## src/rtl/mem_arb_pkg.sv

```systemverilog
// Shared types and constants for the two-port main-memory arbiter.
package mem_arb_pkg;

  localparam int unsigned DEF_ADDR_W  = 32;
  localparam int unsigned DEF_WDATA_W = 32;
  localparam int unsigned DEF_BLOCK_W = 512;

  // Port identifiers; also the encoding of the arbiter's owner/last-served bits.
  localparam logic PORT_CACHE = 1'b0;
  localparam logic PORT_WALK  = 1'b1;

  typedef enum logic [1:0] {
    S_IDLE  = 2'd0,
    S_ISSUE = 2'd1,
    S_WAIT  = 2'd2
  } state_t;

  // One-hot grant vector for a port ID (bit N = port N).
  function automatic logic [1:0] port_onehot(input logic port);
    return {port, ~port};
  endfunction

endpackage

```

## src/rtl/arb_req_slot.sv

```systemverilog
// Per-port pending-request slot: captures a read/write pulse, holds it until
// the arbiter completes it, and flags protocol violations (sticky).
module arb_req_slot
  import mem_arb_pkg::*;
#(
  parameter int unsigned ADDR_W  = DEF_ADDR_W,
  parameter int unsigned WDATA_W = DEF_WDATA_W
) (
  input  logic               clk,
  input  logic               rst_n,
  input  logic               read_req,
  input  logic               write_req,
  input  logic [ADDR_W-1:0]  addr,
  input  logic [WDATA_W-1:0] wdata,
  input  logic               clear,
  output logic               valid,
  output logic               is_write,
  output logic [ADDR_W-1:0]  slot_addr,
  output logic [WDATA_W-1:0] slot_wdata,
  output logic               err
);

  logic req;
  logic can_load;

  assign req      = read_req | write_req;
  // A completing slot is free on the same edge, so a new pulse may reload it.
  assign can_load = ~valid | clear;

  // Slot contents: capture beats clear; a pulse into a busy slot is dropped.
  always_ff @(posedge clk or negedge rst_n) begin
    if (!rst_n) begin
      valid      <= 1'b0;
      is_write   <= 1'b0;
      slot_addr  <= '0;
      slot_wdata <= '0;
    end else if (req && can_load) begin
      valid      <= 1'b1;
      is_write   <= ~read_req;
      slot_addr  <= addr;
      slot_wdata <= wdata;
    end else if (clear) begin
      valid <= 1'b0;
    end
  end

  // Sticky protocol-error flag: dropped pulse or simultaneous read+write.
  always_ff @(posedge clk or negedge rst_n) begin
    if (!rst_n) begin
      err <= 1'b0;
    end else if ((req && !can_load) || (read_req && write_req)) begin
      err <= 1'b1;
    end
  end

endmodule

```

## src/rtl/mem_arbiter.sv

```systemverilog
// Two-port main-memory arbiter: cache controller (port 0) and page-table
// walker (port 1) share one memory interface, granted round-robin, one
// transaction at a time.
module mem_arbiter
  import mem_arb_pkg::*;
#(
  parameter int unsigned ADDR_W  = DEF_ADDR_W,
  parameter int unsigned WDATA_W = DEF_WDATA_W,
  parameter int unsigned BLOCK_W = DEF_BLOCK_W
) (
  input  logic               clk,
  input  logic               rst_n,
  input  logic [ADDR_W-1:0]  p0_addr,
  input  logic [WDATA_W-1:0] p0_wdata,
  input  logic               p0_read_req,
  input  logic               p0_write_req,
  output logic [BLOCK_W-1:0] p0_rdata,
  output logic               p0_ready,
  input  logic [ADDR_W-1:0]  p1_addr,
  input  logic [WDATA_W-1:0] p1_wdata,
  input  logic               p1_read_req,
  input  logic               p1_write_req,
  output logic [BLOCK_W-1:0] p1_rdata,
  output logic               p1_ready,
  output logic [ADDR_W-1:0]  mem_addr,
  output logic [WDATA_W-1:0] mem_wdata,
  output logic               mem_read_req,
  output logic               mem_write_req,
  input  logic [BLOCK_W-1:0] mem_rdata,
  input  logic               mem_ready,
  output logic [1:0]         grant,
  output logic               proto_err
);

  logic               v0, w0, e0;
  logic               v1, w1, e1;
  logic [ADDR_W-1:0]  a0, a1;
  logic [WDATA_W-1:0] d0, d1;

  state_t             state;
  logic               owner;
  logic               last_served;
  logic               pick;
  logic               done;
  logic               clr0, clr1;
  logic               sel_write;
  logic [ADDR_W-1:0]  sel_addr;
  logic [WDATA_W-1:0] sel_wdata;

  assign done      = (state == S_WAIT) && mem_ready;
  assign clr0      = done && (owner == PORT_CACHE);
  assign clr1      = done && (owner == PORT_WALK);
  assign proto_err = e0 | e1;

  arb_req_slot #(.ADDR_W(ADDR_W), .WDATA_W(WDATA_W)) u_slot0 (
    .clk        (clk),
    .rst_n      (rst_n),
    .read_req   (p0_read_req),
    .write_req  (p0_write_req),
    .addr       (p0_addr),
    .wdata      (p0_wdata),
    .clear      (clr0),
    .valid      (v0),
    .is_write   (w0),
    .slot_addr  (a0),
    .slot_wdata (d0),
    .err        (e0)
  );

  arb_req_slot #(.ADDR_W(ADDR_W), .WDATA_W(WDATA_W)) u_slot1 (
    .clk        (clk),
    .rst_n      (rst_n),
    .read_req   (p1_read_req),
    .write_req  (p1_write_req),
    .addr       (p1_addr),
    .wdata      (p1_wdata),
    .clear      (clr1),
    .valid      (v1),
    .is_write   (w1),
    .slot_addr  (a1),
    .slot_wdata (d1),
    .err        (e1)
  );

  // Round-robin winner: on a tie the port not served last wins.
  always_comb begin
    if (v0 && v1) begin
      pick = (last_served == PORT_CACHE) ? PORT_WALK : PORT_CACHE;
    end else begin
      pick = v1 ? PORT_WALK : PORT_CACHE;
    end
  end

  // Arbitration FSM with grant register and last-served pointer.
  always_ff @(posedge clk or negedge rst_n) begin
    if (!rst_n) begin
      state       <= S_IDLE;
      owner       <= PORT_CACHE;
      last_served <= PORT_CACHE;
      grant       <= '0;
    end else begin
      case (state)
        S_IDLE: begin
          if (v0 || v1) begin
            owner <= pick;
            grant <= port_onehot(pick);
            state <= S_ISSUE;
          end
        end
        S_ISSUE: state <= S_WAIT;
        S_WAIT: begin
          if (mem_ready) begin
            last_served <= owner;
            grant       <= '0;
            state       <= S_IDLE;
          end
        end
        default: begin
          grant <= '0;
          state <= S_IDLE;
        end
      endcase
    end
  end

  // Memory-side mux: owner's slot drives the bus only while granted.
  always_comb begin
    sel_write     = owner ? w1 : w0;
    sel_addr      = owner ? a1 : a0;
    sel_wdata     = owner ? d1 : d0;
    mem_addr      = '0;
    mem_wdata     = '0;
    mem_read_req  = 1'b0;
    mem_write_req = 1'b0;
    if (state != S_IDLE) begin
      mem_addr  = sel_addr;
      mem_wdata = sel_wdata;
    end
    if (state == S_ISSUE) begin
      mem_read_req  = ~sel_write;
      mem_write_req = sel_write;
    end
  end

  // Completion pulses; read blocks are latched only for read completions.
  always_ff @(posedge clk or negedge rst_n) begin
    if (!rst_n) begin
      p0_ready <= 1'b0;
      p1_ready <= 1'b0;
      p0_rdata <= '0;
      p1_rdata <= '0;
    end else begin
      p0_ready <= clr0;
      p1_ready <= clr1;
      if (clr0 && !w0) p0_rdata <= mem_rdata;
      if (clr1 && !w1) p1_rdata <= mem_rdata;
    end
  end

endmodule

```

## config.mk

```make
export PLATFORM = sky130hd
export DESIGN_NAME = mem_arbiter
export DESIGN_NICKNAME = d
export VERILOG_FILES = /design/src/rtl/mem_arb_pkg.sv /design/src/rtl/arb_req_slot.sv /design/src/rtl/mem_arbiter.sv
export SDC_FILE = /design/constraint.sdc
export NUM_CORES = 1
export LEC_CHECK = 0
export ABC_AREA = 1
export CAP_MARGIN = 20
export CORE_AREA = 2 2 675 677
export CTS_CLUSTER_DIAMETER = 40
export CTS_CLUSTER_SIZE = 12
export DETAILED_ROUTE_END_ITERATION = 10
export DIE_AREA = 0 0 677 679
export GPL_TIMING_DRIVEN = 0
export PLACE_DENSITY = 0.3
export SYNTH_ARGS = -nofsm -noshare
export SYNTH_HDL_FRONTEND = slang
export SYNTH_HIERARCHICAL = 1
export SYNTH_SLANG_ARGS = --single-unit
```

## constraint.sdc

```tcl
create_clock -name clk -period 4.05 [get_ports clk]
set_input_delay 0.6075 -clock clk [delete_from_list [all_inputs] [get_ports clk]]
set_output_delay 0.6075 -clock clk [all_outputs]
set_load 0.02 [all_outputs]
```

==> qor.yml <==
status: "finished, final reports clean"
path_class: "reg2out"
drc: 0
synth_area_per_cell_um2: 8.91
rows: 247
port_buffers: 1741
die_area_um2: 460000
synthMuxAreaShare_pct: 0
relSlewSlack_pct: 26.5
place_inst: 13000
drv_cap: 0
finClkSkew_ns: 0.0419
first_global_vias: 47600
period_minus_slack_ns: 3.84
num-fill-cells: 50300
clock_tree.root_cell: "clkbuf_16"
hold_viol_final: 0
clk_pin_slew_ns: 0.04
die_w_um: 677
cts_tree: "done"
post-route-period-util_pct: 94.8
grt_usage_pct: 15.2
io_pins: 1742
synthCells: 5222
ys_ff_latch: 1166
ys_seq_area_share_pct: 62.7
synth_compound_area_share_pct: 11.8
clk_latency_ns: 0.90
wl_per_cell_um: 26.7
synth_top_family_by_area: "simple AND/OR/NAND/NOR gates"
grt-ovfl-total: 0
floorplan.initialDensity_pct: 10.3
finalSetupViolations: 0
synth_simple_gate_area_share_pct: 17.4
synth_area_leaders: "dfrtp_1 63%, nand2_1 16%, o21ai_0 7.4%"
path_cells: "buf_4, inv_1, buf_2, clkbuf_2, nand2_1, a21oi_1, clkdlybuf4s50_1"
crit_path_end_kind: "output pin"
synth_area_um2: 46500
antenna_found_initial: 87
cts_buffers: 314
crit_buf_inv: 5
die_h_um: 679
drv_slew: 0
p_total_uw: 79400
layout.cells.non_filler: 13500
nNetsFinal: 7940
syn_to_final_growth_pct: 78.2
post_cts_buffers: 0
htree_levels: 5
multi_input_area_um2: 13600
power_leakage_uw: 0.0375
arrival_ns: 3.23
worstPathRequired_ns: 3.44
drive_above_1_share_pct: 9.42
power.density_cell_area_nw_per_um2: 956
cp_top_family: "buffers and inverters"
ir_worst_vdd_mv: 0.377
yosys_warnings: 6
drt_first_pass_iters: 8
tightestPinTransition_ns: 1.10
routed_wl_um: 362000
ant_nets: 0
critPathMaxStageDelay_ns: 0.71
clock-sinks: 1166
gp_congestion: 0.876
cp-start-kind: "flip-flop"
grt_start_max_net_pins: 160
core_area_um2: 452000
yosysTopAreaCell: "dfrtp_1"
fmax_ghz: 0.261
grt_pass1_wl_um: 472000
vias_per_cell: 3.38
regArea_um2: 29200
synth_cell_types: 23
clk_path_buf_depth: 4
synth_xor_area_share_pct: 0
path_max_fanout: 10
dp_hpwl_um: 301000
synth_nets: 5869
hold_class: "in2reg"
synth_top_area_share_pct: 62.7
slowest_stage: "clkdlybuf4s50_1"
synthAdderAreaFrac_pct: 0
drt-initial-drc-count: 2751
num_vias: 45800
rsz0062_at_grt: "no"
routing by layer:
metal  GRT usage, %  wire length, um  vias up
met5              0              160        -
met4           4.27            11000       24
met3           5.25            29000      458
met2           27.5           185000     1793
met1           16.8           137000    22800
li1               -                -    20700
state kept, by name, summed over array words and instances, names as in the netlist:
| name | cells |
|---|---|
| u_slot1/is_write | 1 |
| p0_ready | 1 |
| grant | 2 |
| u_slot0/slot_addr | 32 |
| u_slot1/valid | 1 |
| state | 2 |
| p0_rdata | 512 |
| u_slot0/is_write | 1 |
| u_slot1/slot_addr | 32 |
| last_served | 1 |
| u_slot1/slot_wdata | 32 |
| owner | 1 |
| p1_ready | 1 |
| u_slot1/err | 1 |
| u_slot0/err | 1 |
| p1_rdata | 512 |
| u_slot0/slot_wdata | 32 |
| u_slot0/valid | 1 |
synth_stat cells (all sizes together):
library cell	count
clkbuf	182
nand3	134
or2	1
nor3b	1
inv	522
nor2	10
buf	164
nor3	1
dfrtp	1166
o21ai	1028
nand2	1945
a21oi	67
clkinv	1
cells in the final DEF (no fill, tap or decap), types with 5 or more instances in the layout:
master and instances:
a21oi_1 65, buf_1 12, buf_16 11, buf_2 64, buf_4 49, buf_6 38, bufinv_16 44, clkbuf_1 225
clkbuf_16 320, clkbuf_2 8, clkbuf_8 55, clkdlybuf4s50_1 1733, clkinv_2 54, clkinv_8 8, clkinvlp_4 21, dfrtp_1 1166
diode_2 20, dlygate4sd2_1 6, inv_1 517, inv_2 5, inv_6 7, nand2_1 1939, nand3_1 133, nor2_1 7
o21ai_0 686, o21ai_1 342
final timing paths:
kind | from | end | slack, ns | depth (start not counted)
worst min register to register | u_slot0/slot_wdata[23] | u_slot0/slot_wdata[23] | 0.47 | 2
max in group asynchronous | rst_n | p1_rdata[378] | 0.65 | 5
worst max-delay path | owner | mem_addr[2] | 0.21 | 7
min in group asynchronous | rst_n | p1_rdata[89] | 0.35 | 2
worst min-delay path | p1_addr[26] | u_slot1/slot_addr[26] | 0.29 | 3
worst max register to register | state[1] | p0_rdata[227] | 0.64 | 8
kinds of logic after synthesis:
group | count (synthesis)
AO/OA/AOI/OAI | 1095
buffers and inverters | 869
flip-flops | 1166
AND/OR/NAND/NOR | 2092
worst register-to-register path: stages (launching register included):
cell,delay (ns)
dfrtp_1,0.41
inv_2,0.09
nor2_4,0.04
nand3_2,0.60
buf_2,0.85
buf_2,0.61
buf_2,0.53
nand2_1,0.10
o21ai_1,0.10
power breakdown:
group | internal, uW | switching, uW | leakage [uW]
clock | 18200 | 8260 | 0.00540
combinational | 11800 | 20700 | 0.0175
sequential | 17000 | 3450 | 0.0146
cell type report:
cell class	instances	area share, %
Sequential cell	1166	35.2
Timing Repair Buffer	1756	21.4
Multi-Input combinational cell	3187	16.4
Clock buffer	427	10.8
Tap cell	5976	9.01
Clock inverter	143	2.56
Inverter	523	2.37
Buffer	345	2.24
Antenna cell	20	0.0603
per-stage QoR:
stage | cell area (um2) | TNS (ns) | hold WS [ns] | util, % | setup WS, ns
after floorplan | 46500 | 0 | 0.312 | - | 1.99
after global routing | 82900 | 0 | 0.207 | 18.4 | 0.00915
after global placement | 71500 | - | 0.456 | 15.8 | -58.60
final | 83000 | 0 | 0.291 | 18.4 | 0.212
after CTS | 82900 | 0 | 0.155 | 18.4 | 0.00429
after detailed placement | 71800 | -57.89 | 0.455 | 15.9 | -0.419
what timing repair did:
action	4_1_cts	5_1_grt
endpoints found under the setup margin	51	2
hold buffers	1	0
gates resized for setup	19	3
hold endpoints to repair	110	0
Note: power is estimated with default switching activity, not from simulation.
